**src/rtl/seq_detect_prog.sv**
```systemverilog
// Programmable serial bit-pattern detector with a runtime-loadable pattern
// of 1..MAX_LEN bits, selectable overlap and a saturating match counter.
module seq_detect_prog #(
  parameter int                 MAX_LEN     = 8,
  parameter int                 CNT_W       = 8,
  parameter logic [MAX_LEN-1:0] DEF_PATTERN = 8'b0000_1011,
  parameter int                 DEF_LEN     = 4,
  parameter int                 LEN_W       = $clog2(MAX_LEN + 1)
) (
  input  logic               i_clk,
  input  logic               i_rst_n,
  input  logic               i_inp_bit,
  input  logic               i_inp_valid,
  input  logic               i_cfg_load,
  input  logic [MAX_LEN-1:0] i_pattern,
  input  logic [LEN_W-1:0]   i_pat_len,
  input  logic               i_overlap,
  input  logic               i_clear_count,
  output logic               o_seq_seen,
  output logic [CNT_W-1:0]   o_match_count,
  output logic               o_cfg_err
);

  localparam logic [LEN_W-1:0] MAX_LEN_L = LEN_W'(MAX_LEN);
  localparam logic [LEN_W-1:0] DEF_LEN_L = LEN_W'(DEF_LEN);
  localparam logic [CNT_W-1:0] CNT_MAX   = '1;

  logic [MAX_LEN-1:0] r_pat;
  logic [LEN_W-1:0]   r_len;
  logic               r_ovl;
  logic               r_cfg_err;
  logic [MAX_LEN-1:0] r_hist;
  logic [LEN_W-1:0]   r_fill;
  logic               r_seq_seen;
  logic [CNT_W-1:0]   r_match_count;

  logic               w_accept;
  logic [MAX_LEN-1:0] w_hist_next;
  logic [LEN_W-1:0]   w_fill_next;
  logic [MAX_LEN-1:0] w_mask;
  logic               w_match;
  logic               w_load_err;

  assign w_accept    = i_inp_valid & ~i_cfg_load;
  assign w_hist_next = {r_hist[MAX_LEN-2:0], i_inp_bit};
  assign w_fill_next = (r_fill == MAX_LEN_L) ? r_fill : r_fill + 1'b1;
  assign w_load_err  = (i_pat_len == '0) || (i_pat_len > MAX_LEN_L);

  // Only the low r_len bits of history and pattern take part in the compare.
  always_comb begin
    w_mask = '0;
    for (int i = 0; i < MAX_LEN; i++) begin
      w_mask[i] = (LEN_W'(i) < r_len);
    end
  end

  assign w_match = w_accept & ~r_cfg_err & (w_fill_next >= r_len) &
                   ((w_hist_next & w_mask) == (r_pat & w_mask));

  always_ff @(posedge i_clk or negedge i_rst_n) begin
    if (!i_rst_n) begin
      r_pat     <= DEF_PATTERN;
      r_len     <= DEF_LEN_L;
      r_ovl     <= 1'b1;
      r_cfg_err <= 1'b0;
      r_hist    <= '0;
      r_fill    <= '0;
    end else if (i_cfg_load) begin
      r_pat     <= i_pattern;
      r_len     <= i_pat_len;
      r_ovl     <= i_overlap;
      r_cfg_err <= w_load_err;
      r_hist    <= '0;
      r_fill    <= '0;
    end else if (w_accept) begin
      r_hist <= w_hist_next;
      r_fill <= (w_match && !r_ovl) ? '0 : w_fill_next;
    end
  end

  always_ff @(posedge i_clk or negedge i_rst_n) begin
    if (!i_rst_n) begin
      r_seq_seen    <= 1'b0;
      r_match_count <= '0;
    end else begin
      r_seq_seen <= w_match;
      if (i_clear_count) begin
        r_match_count <= w_match ? CNT_W'(1) : '0;
      end else if (w_match && (r_match_count != CNT_MAX)) begin
        r_match_count <= r_match_count + 1'b1;
      end
    end
  end

  assign o_seq_seen    = r_seq_seen;
  assign o_match_count = r_match_count;
  assign o_cfg_err     = r_cfg_err;

endmodule

```
**config.mk**
```make
export PLATFORM = sky130hd
export DESIGN_NAME = seq_detect_prog
export DESIGN_NICKNAME = d
export VERILOG_FILES = /design/src/rtl/seq_detect_prog.sv
export SDC_FILE = /design/constraint.sdc
export NUM_CORES = 1
export LEC_CHECK = 0
export CAP_MARGIN = 5
export CORE_MARGIN = 8
export CORE_UTILIZATION = 35
export DETAILED_ROUTE_END_ITERATION = 10
export REMOVE_ABC_BUFFERS = 1
export SLEW_MARGIN = 20
export SYNTH_ARGS = -nofsm -noshare
export SYNTH_HDL_FRONTEND = slang
export SYNTH_SLANG_ARGS = --single-unit
```
**constraint.sdc**
```tcl
create_clock -name i_clk -period 6 [get_ports i_clk]
set_input_delay 1.2 -clock i_clk [delete_from_list [all_inputs] [get_ports i_clk]]
set_output_delay 1.2 -clock i_clk [all_outputs]
set_load 0.02 [all_outputs]
```
## Yosys cells after proc, flatten, opt, wreduce, memory -nomap -nowiden

Cells that the tools add are included.

| word-level totals | value |
|---|---|
| register bits | 34 |
| logic and storage cells | 47 |

| cells by class | value |
|---|---|
| order comparisons | 10 |
| bitwise gates (word level) | 8 |
| reductions and logical operators | 7 |
| add/subtract/negate cells | 2 |
| mux-type cells | 9 |
| equality and inequality tests | 3 |

Operators with widths:

| kind | count |
|---|---|
| bitwise AND 8 bit | 2 |
| less-than comparator 3 x 4 -> 1 bit (first input constant) | 4 |
| two-way mux 4 bit | 4 |
| two-way mux 8 bit | 2 |
| two-way mux 7 bit | 2 |
| adder 8 x 1 -> 8 bit (second input constant) | 1 |
| == test 8 bit | 1 |
| less-than comparator 1 x 4 -> 1 bit (first input constant) | 2 |
| less-than comparator 2 x 4 -> 1 bit (first input constant) | 2 |
| inequality test 8 bit (second input constant) | 1 |
| adder 4 x 1 -> 4 bit (second input constant) | 1 |
| bitwise AND 1 bit | 4 |
| == test 4 bit (second input constant) | 1 |
| >= comparator 4 bit | 1 |
| greater-than comparator 4 bit (second input constant) | 1 |
| zero test 4 bit | 1 |
| nonzero test 2 bit | 2 |
| logical AND 1 bit | 2 |
| inverter 1 bit | 2 |
| zero test 1 bit | 1 |
| logical OR 1 bit | 1 |
| two-way mux 1 bit | 1 |

## Logic depth before layout (Yosys ltp)

| depth | value |
|---|---|
| depth after elaboration | 9 |
| depth in mapped cells | 10 |
| gate-level depth less buffers | 10 |

## Worst setup path before layout

No wires, ideal clock.

| timing | value |
|---|---|
| kind | input to register |
| start | input i_cfg_load |
| end | register r_match_count[6], in the netlist o_match_count[6] |
| required time | 5.872 ns |
| path buffers | 2 |
| arrival | 2.757 ns |
| cell stages on the path | 7 |
| setup time | 0.128 ns |
| slack | 3.115 ns |
| cells stage by stage | clkbuf_1 nor2_1 o211ai_1 a2111o_1 buf_6 nor4_2 mux2_1 |

| on the way | value |
|---|---|
| longest elaborated chain between the ends | 7 |

RTL lines:

| item | RTL line | text |
|---|---|---|
| from (decl) | 14 | `input logic i_cfg_load,` |
| inverter 1 bit | 44 | `assign w_accept = i_inp_valid & ~i_cfg_load;` |
| bitwise AND 1 bit | 44 |  |
| bitwise AND 1 bit (3 in a row) | 57 | `assign w_match = w_accept & ~r_cfg_err & (w_fill_next >= r_len) &` |
| logical AND 1 bit | 89 | `end else if (w_match && (r_match_count != CNT_MAX)) begin` |
| nonzero test 2 bit (no source line) | n/a |  |
| to (signal assigned) | 88 | `r_match_count <= w_match ? CNT_W'(1) : '0;` |
| to (signal assigned) | 90 | `r_match_count <= r_match_count + 1'b1;` |
| to (decl) | 35 | `logic [CNT_W-1:0] r_match_count;` |

Every way passes these cells.
A chain may end at the register's enable or synchronous reset.

## Final worst setup path

| timing | value |
|---|---|
| start | input i_inp_valid |
| end | register r_match_count[7], in the netlist o_match_count[7] |

| on the way | value |
|---|---|
| longest elaborated chain between the ends | 6 |

RTL lines:

| item | RTL line | text |
|---|---|---|
| from (decl) | 13 | `input logic i_inp_valid,` |
| bitwise AND 1 bit | 44 |  |
| bitwise AND 1 bit (3 in a row) | 57 |  |
| logical AND 1 bit | 89 |  |
| nonzero test 2 bit (no source line) | n/a |  |

Every way passes these cells.

==> results.py <==
metrics = {
    "run_status": {
        "status": "complete, no violations",
    },
    "synthesis": {
        "ys_ff_latch": 34,
        "netlist_top_cells_count": "dfrtp_1, nor2_1, nand2_1",
        "synthArstFlopShare_pct": 100,
        "syn_area_um2": 1890,
        "netlist_top_cells_area": "dfrtp_1, dfstp_2, mux2_2, xnor2_1, mux2i_1",
        "postSynthAreaPerCell_um2": 10.5,
        "synth_edf_count": 0,
        "ys_types": 39,
        "yosysTopAreaCellShare_pct": 38.4,
        "yosysSeqAreaShare_pct": 45.4,
        "yosys_warnings": 0,
        "synth_cells": 180,
        "synthFlopType": "dfrtp_1",
        "synth_largest_area_cell": "dfrtp_1",
        "synth.most_common_cell": "dfrtp_1",
    },
    "placed_design": {
        "gp_congestion": 0.783,
        "place_area_um2": 2240,
        "io_buffers": 28,
        "hpwl_mm": 2.91,
        "numPlacedInstances": 274,
    },
    "cts": {
        "path_clk_slew_ps": 60,
        "root_buffer": "clkbuf_8",
        "worstSkewPairLatency_ps": 290,
        "clock_path_buffers": 2,
        "ctsHoldBuffers": 0,
        "cts.sinks": 34,
        "ctsResizeCount": 0,
        "cts_tree": "built",
        "htree_num_levels": 2,
        "post_cts_buffers": 0,
        "cts_buffers": 5,
    },
    "route": {
        "vias": 1386,
        "drt-total-wl_mm": 3.89,
        "final_antenna_net_count": 0,
        "drc": 0,
        "viasPerCell": 4.93,
        "drt_iter0_drc": 75,
        "drt-pass1-iter-count": 4,
        "detail_route.wl_per_cell_um": 13.8,
    },
    "critical_path": {
        "crit_arrival_ps": 3470,
        "cp_max_fo": 13,
        "critPathLaunchType": "input port",
        "critical_path_class": "in2reg",
        "end_kind": "flop",
        "crit_required_ps": 6160,
        "max_stage_delay_ps": 830,
        "path_cells": "clkdlybuf4s50_1 -> o211ai_1 -> a2111o_1 -> nor4_2 -> mux2_1",
        "cp_slowest_cell": "clkdlybuf4s50_1",
    },
    "pwr": {
        "p_leak_nw": 0.956,
        "p_per_area_nw_per_um2": 238,
        "max-vdd-ir-drop_mv": 0.0841,
    },
    "final_layout": {
        "fin_area_um2": 2350,
        "regArea_um2": 857,
        "diodes": 0,
        "drive_gt1_share_pct": 13.7,
        "finalNonFillerCells": 281,
        "nFillCells": 497,
        "areaGrowthSynthToFinish_pct": 24.6,
        "multi_input_area_um2": 980,
        "nets": 237,
    },
    "flow_run": {
        "drv_cap": 0,
    },
    "timing": {
        "layout_min_cycle_time_ps": 3310,
        "post-route-period-util_pct": 55.2,
        "final-max-slew-violation-count": 0,
        "clock.fmax_ghz": 0.302,
        "whs_ps": 529,
        "grt_setup_unrepaired": "false",
        "finalSetupTns_ps": 0,
        "hold_viol": 0,
        "tightest_slew_ps": 574,
        "relSlewSlack_pct": 61.6,
        "setup_viol": 0,
        "skew_ps": 7.40,
    },
    "floorplanning": {
        "start_util_pct": 36.5,
        "dieArea_um2": 8000,
        "rows": 26,
        "die_width_um": 89.5,
        "coreArea_um2": 5170,
        "die_y_um": 89.5,
        "io_pins": 29,
    },
    "global_routing": {
        "grt_pass1_vias": 1377,
        "gr-total-overflow": 0,
        "grt_use_total_pct": 10.6,
        "grt_max_degree": 35,
        "grt_pass1_wl_mm": 6.51,
        "antenna_found_initial": 0,
    },
    "hold_path": {
        "min-delay-path-class": "reg2reg",
    },
}
==> kinds of logic after synthesis <==
family	synth area share, %
mux	14.3
flops	45.4
fa+ha+maj	4.64
buf+inv	2.78
xor+xnor	5.10
compound gates	8.41
simple gates	19.4
==> worst max-delay path: cells and delay by family <==
kind | cells | cell delay [ps]
multiplexers | 1 | 350
buffers and inverters | 1 | 830
AND/OR/NAND/NOR | 1 | 340
AO/OA/AOI/OAI | 2 | 740
==> area by class of cell <==
class,instances,share of cell area (%)
Multi-Input combinational cell,134,41.6
Sequential cell,34,36.4
Timing Repair Buffer,30,12.5
Tap cell,70,3.72
Clock buffer,6,3.51
Clock inverter,1,1.28
Inverter,6,0.956
==> per-layer routing <==
metal / vias to the layer above / track usage (%) / wire length [µm]
met5: - / 0 / 0
met2: 19 / 16.0 / 1760
met1: 660 / 13.5 / 1840
met4: 0 / 4.08 / 58
met3: 8 / 3.95 / 231
li1: 699 / - / -
==> worst paths after layout <==
check                                      start                           end  slack (ps)  cells after the start
min in group asynchronous                i_rst_n         r_fill[0]$_DFFE_PN0P_        1310                      2
setup / recovery                     i_inp_valid  o_match_count[7]$_DFFE_PN0P_        2690                      5
setup reg to reg           r_fill[0]$_DFFE_PN0P_         r_fill[3]$_DFFE_PN0P_        3110                     10
hold reg to reg             r_pat[7]$_DFFE_PN0P_          r_pat[7]$_DFFE_PN0P_         530                      1
max in group asynchronous                i_rst_n          r_pat[3]$_DFFE_PN1P_        4340                      2
hold / removal              r_pat[7]$_DFFE_PN0P_          r_pat[7]$_DFFE_PN0P_         530                      1
==> power breakdown <==
| group | switching, mW | total, mW | internal, mW |
|---|---|---|---|
| Combinational | 0.0438 | 0.0880 | 0.0442 |
| Clock | 0.0804 | 0.213 | 0.133 |
| Sequential | 0.0149 | 0.260 | 0.245 |
==> sequential cells by signal (all words and copies together) (netlist names) <==
signal,cells
o_match_count,8
r_pat,8
r_hist,7
r_fill,4
r_len,4
o_cfg_err,1
o_seq_seen,1
r_ovl,1
==> cell usage in the layout (no fill, tap or decap), drive strengths merged, types with 2 or more instances in the layout <==
cell type      instances
nor2                  20
nor2b                  8
o22ai                  2
dfrtp                 29
mux2i                  9
ha                     7
nor3b                  2
clkdlybuf4s50         28
clkbuf                 6
nor4                   3
o21ai                  7
a32oi                  2
buf                    2
inv                    6
xnor2                 11
nand2b                 5
nor3                   7
and4                   2
a21oi                  3
mux2                  16
nand4                  3
nand2                 12
nand3                  4
dfstp                  5
==> stage by stage <==
step	utilization (%)	setup WS (ps)	power, mW
floorplan	-	3320	0.313
global placement	43.3	2440	0.352
detailed placement	43.3	2380	0.354
CTS	45.5	2670	0.570
global route	45.5	2550	0.591
finish	45.5	2690	0.561
(Power assumes the default switching activity.)
